==> src/rtl/lcd_pkg.sv <==
// Shared command codes, FSM state type and frame constants for the LCD command host.
package lcd_pkg;

  localparam int unsigned CMD_W = 3;

  localparam logic [CMD_W-1:0] CMD_WRITE      = 3'd0;
  localparam logic [CMD_W-1:0] CMD_SHIFTUP    = 3'd1;
  localparam logic [CMD_W-1:0] CMD_SHIFTDOWN  = 3'd2;
  localparam logic [CMD_W-1:0] CMD_SHIFTLEFT  = 3'd3;
  localparam logic [CMD_W-1:0] CMD_SHIFTRIGHT = 3'd4;
  localparam logic [CMD_W-1:0] CMD_AVERAGE    = 3'd5;
  localparam logic [CMD_W-1:0] CMD_MIRRORX    = 3'd6;
  localparam logic [CMD_W-1:0] CMD_MIRRORY    = 3'd7;

  localparam int unsigned IMG_WORDS = 64;
  localparam int unsigned CSUM_W    = 14;

  typedef enum logic [2:0] {
    ST_WAIT,
    ST_ISSUE,
    ST_GAP,
    ST_DRAIN,
    ST_FINISH
  } state_e;

endpackage

==> src/rtl/lcd_cmd_fifo.sv <==
// Circular command buffer; pushes are refused when full, pops when empty.
module lcd_cmd_fifo
  import lcd_pkg::*;
#(
  parameter int unsigned DEPTH = 8
) (
  input  logic             clk,
  input  logic             reset,
  input  logic             push,
  input  logic [CMD_W-1:0] wdata,
  input  logic             pop,
  output logic [CMD_W-1:0] rdata,
  output logic             full,
  output logic             empty
);

  localparam int unsigned AW = (DEPTH > 1) ? $clog2(DEPTH) : 1;
  localparam logic [AW:0] FULL_CNT = (AW + 1)'(DEPTH);

  logic [CMD_W-1:0] mem_q [DEPTH];
  logic [CMD_W-1:0] mem_d [DEPTH];
  logic [AW-1:0]    wr_ptr_q, wr_ptr_d;
  logic [AW-1:0]    rd_ptr_q, rd_ptr_d;
  logic [AW:0]      cnt_q, cnt_d;
  logic             do_push, do_pop;

  assign full  = (cnt_q == FULL_CNT);
  assign empty = (cnt_q == '0);
  assign rdata = mem_q[rd_ptr_q];

  // Next-state for storage, pointers and occupancy count.
  always_comb begin
    do_push  = push && !full;
    do_pop   = pop && !empty;
    mem_d    = mem_q;
    wr_ptr_d = wr_ptr_q;
    rd_ptr_d = rd_ptr_q;
    cnt_d    = cnt_q;
    if (do_push) begin
      mem_d[wr_ptr_q] = wdata;
      wr_ptr_d        = wr_ptr_q + AW'(1);
    end
    if (do_pop) begin
      rd_ptr_d = rd_ptr_q + AW'(1);
    end
    case ({do_push, do_pop})
      2'b10:   cnt_d = cnt_q + (AW + 1)'(1);
      2'b01:   cnt_d = cnt_q - (AW + 1)'(1);
      default: cnt_d = cnt_q;
    endcase
  end

  // Pointer and count registers.
  always_ff @(posedge clk or posedge reset) begin
    if (reset) begin
      wr_ptr_q <= '0;
      rd_ptr_q <= '0;
      cnt_q    <= '0;
    end else begin
      wr_ptr_q <= wr_ptr_d;
      rd_ptr_q <= rd_ptr_d;
      cnt_q    <= cnt_d;
    end
  end

  // Storage needs no reset: entries are only read once the count covers them.
  always_ff @(posedge clk) begin
    mem_q <= mem_d;
  end

endmodule

==> src/rtl/lcd_cmd_host.sv <==
// LCD command host: queues upstream commands, issues them on the cmd/busy
// handshake, ends the frame after Write, and checks the write-back stream.
module lcd_cmd_host
  import lcd_pkg::*;
#(
  parameter int unsigned DEPTH = 8
) (
  input  logic              clk,
  input  logic              reset,
  input  logic [CMD_W-1:0]  in_cmd,
  input  logic              in_valid,
  output logic              in_ready,
  output logic [CMD_W-1:0]  cmd,
  output logic              cmd_valid,
  input  logic              busy,
  input  logic              done,
  input  logic              IRB_RW,
  input  logic [5:0]        IRB_A,
  input  logic [7:0]        IRB_D,
  output logic              frame_done,
  output logic              frame_err,
  output logic [CSUM_W-1:0] checksum,
  output logic [7:0]        xor_sig
);

  state_e            state_q, state_d;
  logic [CMD_W-1:0]  cmd_q, cmd_d;
  logic              cmd_valid_q, cmd_valid_d;
  logic              wr_sent_q, wr_sent_d;
  logic              frame_err_q, frame_err_d;
  logic [CSUM_W-1:0] checksum_q, checksum_d;
  logic [7:0]        xor_q, xor_d;
  logic [5:0]        exp_a_q, exp_a_d;
  logic [6:0]        wcnt_q, wcnt_d;

  logic              fifo_full, fifo_empty, fifo_pop, fifo_push;
  logic [CMD_W-1:0]  fifo_head;
  logic              enter_finish;

  assign in_ready   = !fifo_full && !wr_sent_q && (state_q != ST_FINISH);
  assign fifo_push  = in_valid && in_ready;
  assign cmd        = cmd_q;
  assign cmd_valid  = cmd_valid_q;
  assign frame_done = (state_q == ST_FINISH);
  assign frame_err  = frame_err_q;
  assign checksum   = checksum_q;
  assign xor_sig    = xor_q;

  lcd_cmd_fifo #(
    .DEPTH(DEPTH)
  ) u_fifo (
    .clk   (clk),
    .reset (reset),
    .push  (fifo_push),
    .wdata (in_cmd),
    .pop   (fifo_pop),
    .rdata (fifo_head),
    .full  (fifo_full),
    .empty (fifo_empty)
  );

  // Issue FSM: pop in WAIT, strobe in ISSUE, enforce a GAP, drain after Write.
  always_comb begin
    state_d      = state_q;
    cmd_d        = '0;
    cmd_valid_d  = 1'b0;
    wr_sent_d    = wr_sent_q;
    fifo_pop     = 1'b0;
    enter_finish = 1'b0;
    case (state_q)
      ST_WAIT: begin
        if (!fifo_empty && !busy) begin
          fifo_pop    = 1'b1;
          cmd_d       = fifo_head;
          cmd_valid_d = 1'b1;
          state_d     = ST_ISSUE;
          if (fifo_head == CMD_WRITE) begin
            wr_sent_d = 1'b1;
          end
        end
      end
      ST_ISSUE: state_d = (cmd_q == CMD_WRITE) ? ST_DRAIN : ST_GAP;
      ST_GAP:   state_d = ST_WAIT;
      ST_DRAIN: begin
        if (done) begin
          state_d      = ST_FINISH;
          enter_finish = 1'b1;
        end
      end
      ST_FINISH: state_d = ST_FINISH;
      default:   state_d = ST_WAIT;
    endcase
  end

  // Write monitor: address order, byte sum/XOR, write count; runs in every state.
  always_comb begin
    frame_err_d = frame_err_q;
    checksum_d  = checksum_q;
    xor_d       = xor_q;
    exp_a_d     = exp_a_q;
    wcnt_d      = wcnt_q;
    if (!IRB_RW) begin
      if (IRB_A != exp_a_q) begin
        frame_err_d = 1'b1;
      end
      checksum_d = checksum_q + CSUM_W'(IRB_D);
      xor_d      = xor_q ^ IRB_D;
      exp_a_d    = exp_a_q + 6'd1;
      if (wcnt_q != 7'd127) begin
        wcnt_d = wcnt_q + 7'd1;
      end
    end
    // The count check uses wcnt_d so a write coincident with done is included.
    if (enter_finish && (wcnt_d != 7'(IMG_WORDS))) begin
      frame_err_d = 1'b1;
    end
  end

  // State, output and monitor registers.
  always_ff @(posedge clk or posedge reset) begin
    if (reset) begin
      state_q     <= ST_WAIT;
      cmd_q       <= '0;
      cmd_valid_q <= 1'b0;
      wr_sent_q   <= 1'b0;
      frame_err_q <= 1'b0;
      checksum_q  <= '0;
      xor_q       <= '0;
      exp_a_q     <= '0;
      wcnt_q      <= '0;
    end else begin
      state_q     <= state_d;
      cmd_q       <= cmd_d;
      cmd_valid_q <= cmd_valid_d;
      wr_sent_q   <= wr_sent_d;
      frame_err_q <= frame_err_d;
      checksum_q  <= checksum_d;
      xor_q       <= xor_d;
      exp_a_q     <= exp_a_d;
      wcnt_q      <= wcnt_d;
    end
  end

endmodule

==> config.mk <==
export PLATFORM = sky130hd
export DESIGN_NAME = lcd_cmd_host
export DESIGN_NICKNAME = d
export VERILOG_FILES = /design/src/rtl/lcd_pkg.sv /design/src/rtl/lcd_cmd_fifo.sv /design/src/rtl/lcd_cmd_host.sv
export SDC_FILE = /design/constraint.sdc
export NUM_CORES = 1
export LEC_CHECK = 0
export ABC_AREA = 1
export BUFFER_PORTS_ARGS = -buffer_cell sky130_fd_sc_hd__buf_2
export CAP_MARGIN = 30
export CORE_ASPECT_RATIO = 1.5
export CORE_MARGIN = 8
export CORE_UTILIZATION = 50
export DETAILED_ROUTE_END_ITERATION = 16
export MAX_ROUTING_LAYER = met4
export PLACE_DENSITY = 0.73
export SYNTH_ARGS = -nofsm -noshare
export SYNTH_HDL_FRONTEND = slang
export SYNTH_SLANG_ARGS = --single-unit
==> constraint.sdc <==
create_clock -name clk -period 1.8 [get_ports clk]
set_input_delay 0.09 -clock clk [delete_from_list [all_inputs] [get_ports clk]]
set_output_delay 0.09 -clock clk [all_outputs]
set_load 0.1 [all_outputs]
==> results.md, run 1 <==
* Post-synth top area share at 0.338
* Min cycle time layout at 1.90 ns
* GPL Wtd Cong at 0.816
* Setup crit end kind: flop
* Syn_nets at 484
* # fillers at 677
* Crit-path max FO at 3
* Skew-Pair Late Insertion Delay at 0.33 ns
* Final period util at 1.05
* DR vias/cell at 5.02
* Hold_sp: in_cmd[0]
* Worst Hold Path EP: u_fifo.mem_q[6]$_DFFE_PP_
* Top post-synthesis cells by area: dfrtp_1, edfxtp_1, nand2_1
* Total grt overflow at 0
* Nets at 570
* Worst rel slew slack at 0.593
* CTS Root Cell: clkbuf_16
* H-tree levels at 3
* Remaining DRCs at 0
* Setup ws final at -0.0980 ns
* Hold Path Class: input pin to flop
* Final cell count without fillers at 641
* Initial Util at 0.505
* CTS Buffer Depth at 2
* Fraction of layout cells with a size suffix above 1 at 0.267
* Initial antenna violation count at 0
* Max Freq at 0.527 GHz
* Placed Instances at 620
* Worst vdd ir at 1.30 mV
* Layout Area Growth over Synthesis at 25.0%
* Clock sink total at 78
* Overall die width at 89.0 um
* HPWL after detailed placement at 6.40 mm
* MaxCap Viol Count at 0
* Die area at 11,200 um2
* Core Box Area at 7910 um2
* Ys Warns at 0
* Number of hold-slack violations in the final timing report at 0
* Mean post-synth cell area at 8.97 um2
* CP Launch Type: flop
* Cell variety after synth at 33
* Die Span Y at 125 um
* Worst hold path stage count at 1
* 1st-iter DRT viols at 142
* Most common cell in the synthesized netlist: nand2_1
* Post-Syn Area at 3990 um2
* DRT Pass-1 Iters at 4
* Crit path arrival time at 2.11 ns
* Reg-to-Reg End: u_fifo.cnt_q[2]$_DFFE_PP0P_
* Number of core rows at 40
* Pin count of the biggest net entering global routing at 55
* CTS tree: built
* Max-slew violation count at 0
* Gr usage total at 0.169
* Post-synth EDFFs at 24
* Final ANT Viol Nets at 0
* Synth area leader: dfrtp_1
* Reg-to-Reg Start: state_q[1]$_DFFE_PP0P_
* CTS buffer count at 9
* Power Density at 1990 nW/um2
* Clk pin slew, worst setup/hold paths at 0.06 ns
* Violated checks: setup timing
* I/O Pins at 52
* Post-synth ARST share at 0.692
* Sequential area share after synthesis at 0.519
* Routed via count at 3,219
* Outcome: finished, violations left
* P_leak at 2.38 nW
* Setup TNS at -0.181 ns
* Post-synth top flop: dfrtp_1
* Most frequent cells after synthesis: nand2_1, dfrtp_1, nor2_1
* Clk_skew at 0.00414 ns
* Number of global-route vias before repair at 3,224
* Yosys reg bits at 78
* Worst setup path category: flop to flop
* I/O Buffers at 51
* Synth Instances at 445
* First-pass GRT wire length at 14.2 mm
* R2R depth at 10
* Total wire length at 8.55 mm
* Flop2flop setup slack at -0.1 ns
* WL/cell at 13.3 um
* Number of antenna diodes at 0
* Worst EP required at 2.02 ns
* Final setup viols at 2
* RSZ-0062 raised after global routing: true
* Worst-Margin Slew at 0.605 ns
where the power goes:
group	internal, mW	switching [mW]
Clock	0.934	0.714
Sequential	2.37	0.489
Combinational	1.49	3.93
cell families after synthesis:
kind of cell | share of synthesized area
AOI/OAI and AO/OA | 0.0671
xor gates and xnor gates | 0.0658
adders and majority gates | 0.0520
buffers and inverters | 0.0602
DFF | 0.519
and+or+nand+nor | 0.236
sequential cells by signal, summed over array words and instances (netlist names), 4 cells and up:
register / cells
u_fifo.mem_q: 24
wcnt_q: 7
checksum: 14
exp_a_q: 6
u_fifo.cnt_q: 4
xor_sig: 8
metrics by stage:
step                area (um2)  setup slack (ns)  total power, mW   util  hold slack [ns]
detailed placement        4600           -0.0991             8.07  0.581            0.170
finish                    4990           -0.0980             9.93  0.631           0.0415
floorplan                 4060            -0.872             6.98      -            0.181
global route              4990            -0.186             10.6  0.631           0.0422
CTS                       4930           -0.0414             9.87  0.624           0.0307
global placement          4600           0.00640             7.92  0.581            0.158
repair_timing:
action | CTS | global route
buffers inserted | 2 | 1
resized for setup | 6 | 10
hold buffers | 2 | 0
endpoints found under the setup margin | 2 | 8
pin swaps | 7 | 4
hold endpoints to repair | 55 | 0
layout make-up:
type / instances / area (um2) / share of cell area
Clock buffer: 9 / 225 / 0.0451
Clock inverter: 7 / 48.8 / 0.00978
Inverter: 50 / 188 / 0.0376
Multi-Input combinational cell: 310 / 1800 / 0.360
Sequential cell: 78 / 2090 / 0.418
Tap cell: 105 / 131 / 0.0263
Timing Repair Buffer: 82 / 512 / 0.103
critical path, cell delays in order, from the launching register on:
cell,delay (ns)
dfrtp_1,0.37
or2_4,0.28
nor2_4,0.10
nand2_2,0.07
inv_2,0.09
ha_4,0.17
buf_4,0.14
xor2_4,0.17
buf_4,0.14
xor2_1,0.17
o21ai_1,0.08
per-layer routing:
layer	routed length [um]	track usage	up-vias	share of wire
met5	0	-	-	0
met1	3110	0.162	1538	0.36
met2	4910	0.308	53	0.57
met3	370	0.0393	17	0.043
met4	163	0.0640	0	0.019
li1	-	-	1611	-
placed cells by master (no fill, tap or decap), types with 3 or more instances in the layout:
master and count:
a21oi_2 3, inv_2 4, nand2_2 7, nor2_2 3
ha_4 3, nand3_1 15, nand4_1 7, o21ai_1 14
dfrtp_2 12, buf_4 27, nor2_1 48, nor3_1 12
clkinvlp_4 3, buf_2 50, nand2_4 3, inv_1 46
nand2_1 111, nor2_4 5, a21oi_1 13, clkbuf_16 9
xor2_1 20, o21ai_0 8, dfrtp_1 42, ha_1 11
edfxtp_1 24, o21bai_1 3, xnor2_1 8
how the worst max path moves through the flow:
stage / start / endpoint / slack (ns) / cells past startpoint
after floorplan: state_q[1]$_DFFE_PP0P_ / u_fifo.cnt_q[2]$_DFFE_PP0P_ / -0.87 / 11
after CTS: state_q[1]$_DFFE_PP0P_ / u_fifo.cnt_q[2]$_DFFE_PP0P_ / -0.04 / 10
after global placement: u_fifo.cnt_q[0]$_DFFE_PP0P_ / u_fifo.cnt_q[2]$_DFFE_PP0P_ / 0.006 / 10
after global routing: state_q[1]$_DFFE_PP0P_ / u_fifo.cnt_q[2]$_DFFE_PP0P_ / -0.19 / 10
final: state_q[1]$_DFFE_PP0P_ / u_fifo.cnt_q[2]$_DFFE_PP0P_ / -0.1 / 10
after detailed placement: u_fifo.cnt_q[0]$_DFFE_PP0P_ / u_fifo.cnt_q[2]$_DFFE_PP0P_ / -0.1 / 10
No activity file was read; power rests on OpenSTA's default activity.
==> run 2: changes to the inputs <==
- HOLD_SLACK_MARGIN: unset -> 0.02
- TNS_END_PERCENT: unset -> 10
==> run 2 against run 1 <==
Against the previous run: the flow still finishes with violations (setup timing); first-iteration DRC count shrank 13%; utilization shrank 1.2 points; largest power group unchanged; worst hold slack gained 0.0033 ns; critical path type unchanged; sequential power is essentially flat; cell area shrank 2.0%; highest routed layer unchanged; sequential share of layout area grew 0.53 points; fmax grew 1.7%; total power shrank 1.9%.
==> results.md, run 2 (synthesis results as in run 1) <==
* H-tree levels at 3
* Remaining DRCs at 0
* HPWL after detailed placement at 6.42 mm
* Max Freq at 0.536 GHz
* Met2 usage at 0.281
* RSZ-0062 raised after global routing: true
* Worst-Margin Slew at 0.512 ns
* Net Sw Power at 5.03 mW
* Setup ws final at -0.0655 ns
* Crit path arrival time at 2.08 ns
* Violated checks: setup timing
* Worst setup path category: flop to flop
* Number of global-route vias before repair at 3,252
* Total grt overflow at 0
* Nets at 569
* P_int at 4.70 mW
* I/O Pins at 52
* I/O Buffers at 51
* Number of core rows at 40
* CTS Buffer Depth at 2
* Clk pin slew, worst setup/hold paths at 0.06 ns
* Net Sw Frac at 0.517
* Largest register FFs at 24
* Commonest non-fill, non-tap cells in the layout: nand2_1, dfrtp_1, buf_2, nor2_1, inv_1
* Dpl ws at -0.0967 ns
* Worst rel slew slack at 0.656
* DR vias/cell at 5.03
* Pin count of the biggest net entering global routing at 21
* 1st-iter DRT viols at 123
* Number of antenna diodes at 0
* Flop2flop setup slack at -0.07 ns
* # fillers at 691
* Seq. cell area at 2070 um2
* Gr usage total at 0.163
* Final setup viols at 2
* Die area at 11,200 um2
* Final core occ at 0.619
* WL/cell at 13.2 um
* Post-Layout Inst Area at 4890 um2
* Initial antenna violation count at 0
* CTS tree: built
* Clock sink total at 78
* Worst vdd ir at 1.38 mV
* First-pass GRT wire length at 14.0 mm
* Final ANT Viol Nets at 0
* Initial Util at 0.505
* Final period util at 1.04
* Total wire length at 8.43 mm
* Power share of the clock group at 0.169
* Core Box Area at 7910 um2
* Final hold slack at 0.0448 ns
* CTS buffer count at 9
* Power Density at 1990 nW/um2
* Min cycle time layout at 1.87 ns
* Layout Area Growth over Synthesis at 22.5%
* M1 GR Usage at 0.168
* CTS Root Cell: clkbuf_16
* Routed via count at 3,216
* Clk_skew at 0.00549 ns
* Commonest non-fill, non-tap cell in the layout: nand2_1
* Fraction of layout cells with a size suffix above 1 at 0.232
* MaxCap Viol Count at 0
* Area post-placement at 4540 um2
* Logic gate share of total power at 0.539
* Largest register by flop count: u_fifo.mem_q
* GPL Wtd Cong at 0.847
* Seq pwr share at 0.292
* Setup TNS at -0.122 ns
* DRT Pass-1 Iters at 5
* Top Usage Layer GRT: met2
* Max-slew violation count at 0
* Overall die width at 89.0 um
* Outcome: finished, violations left
* Hold Path Class: input pin to flop
* Skew-Pair Late Insertion Delay at 0.34 ns
* Number of hold-slack violations in the final timing report at 0
* Crit-path max FO at 12
* Met3 usage at 0.0295
* Multi-input logic area at 1740 um2
* Worst EP required at 2.02 ns
* Die Span Y at 125 um
* P_leak at 2.37 nW
* CP Launch Type: flop
* Setup crit end kind: flop
run 2: path summary, 6_finish.rpt:
check | start | to | cells past startpoint
worst max-delay path | state_q[1]$_DFFE_PP0P_ | u_fifo.cnt_q[3]$_DFFE_PP0P_ | 10
worst min-delay path | in_cmd[1] | u_fifo.mem_q[19]$_DFFE_PP_ | 1
worst max register to register | state_q[1]$_DFFE_PP0P_ | u_fifo.cnt_q[3]$_DFFE_PP0P_ | 10
worst min register to register | frame_err$_DFFE_PP0P_ | frame_err$_DFFE_PP0P_ | 2
max in group asynchronous | reset | checksum[3]$_DFFE_PP0N_ | 4
min in group asynchronous | reset | cmd_valid$_DFF_PP0_ | 3
run 2: repair_timing:
action,CTS,global route
gates resized for setup,7,4
endpoints found under the setup margin,4,8
setup buffers,2,0
hold endpoints to repair,19,0
pin swaps,6,0
hold buffers,2,0
run 2: area by class of cell:
type / instances / share of cell area
Sequential cell: 78 / 0.424
Multi-Input combinational cell: 310 / 0.355
Timing Repair Buffer: 81 / 0.0997
Clock buffer: 9 / 0.0460
Inverter: 50 / 0.0384
Tap cell: 105 / 0.0269
Clock inverter: 7 / 0.0102
run 2: routing by layer:
metal	up-vias	part of all wire	wire (um)
li1	1606	-	-
met1	1507	0.38	3210
met2	74	0.54	4530
met3	29	0.046	386
met4	0	0.036	303
met5	-	0	0
run 2: stage by stage:
stage	power, mW	std cells
final	9.74	640
after global routing	10.3	640
after CTS	9.78	640
after detailed placement	8.01	620
after global placement	7.85	620
after floorplan	6.91	445
run 2: power by group through the flow:
stage	clock [mW]	sequential, mW	combinational, mW
2_1_floorplan	0	4.78	2.14
3_3_place_gp	0	2.83	5.01
3_5_place_dp	0	2.87	5.13
4_1_cts	1.67	2.84	5.26
5_1_grt	1.76	2.92	5.66
6_report	1.64	2.85	5.25
run 2: worst max-delay path, cell delays in order, from the launching register on:
cell and delay (ns):
dfrtp_1 0.38, or2_4 0.28, nor2_4 0.13, nor2_4 0.05
nand2_2 0.08, buf_4 0.19, ha_2 0.23, nand3_1 0.09
nand2_1 0.09, nand3_1 0.09, xor2_1 0.15
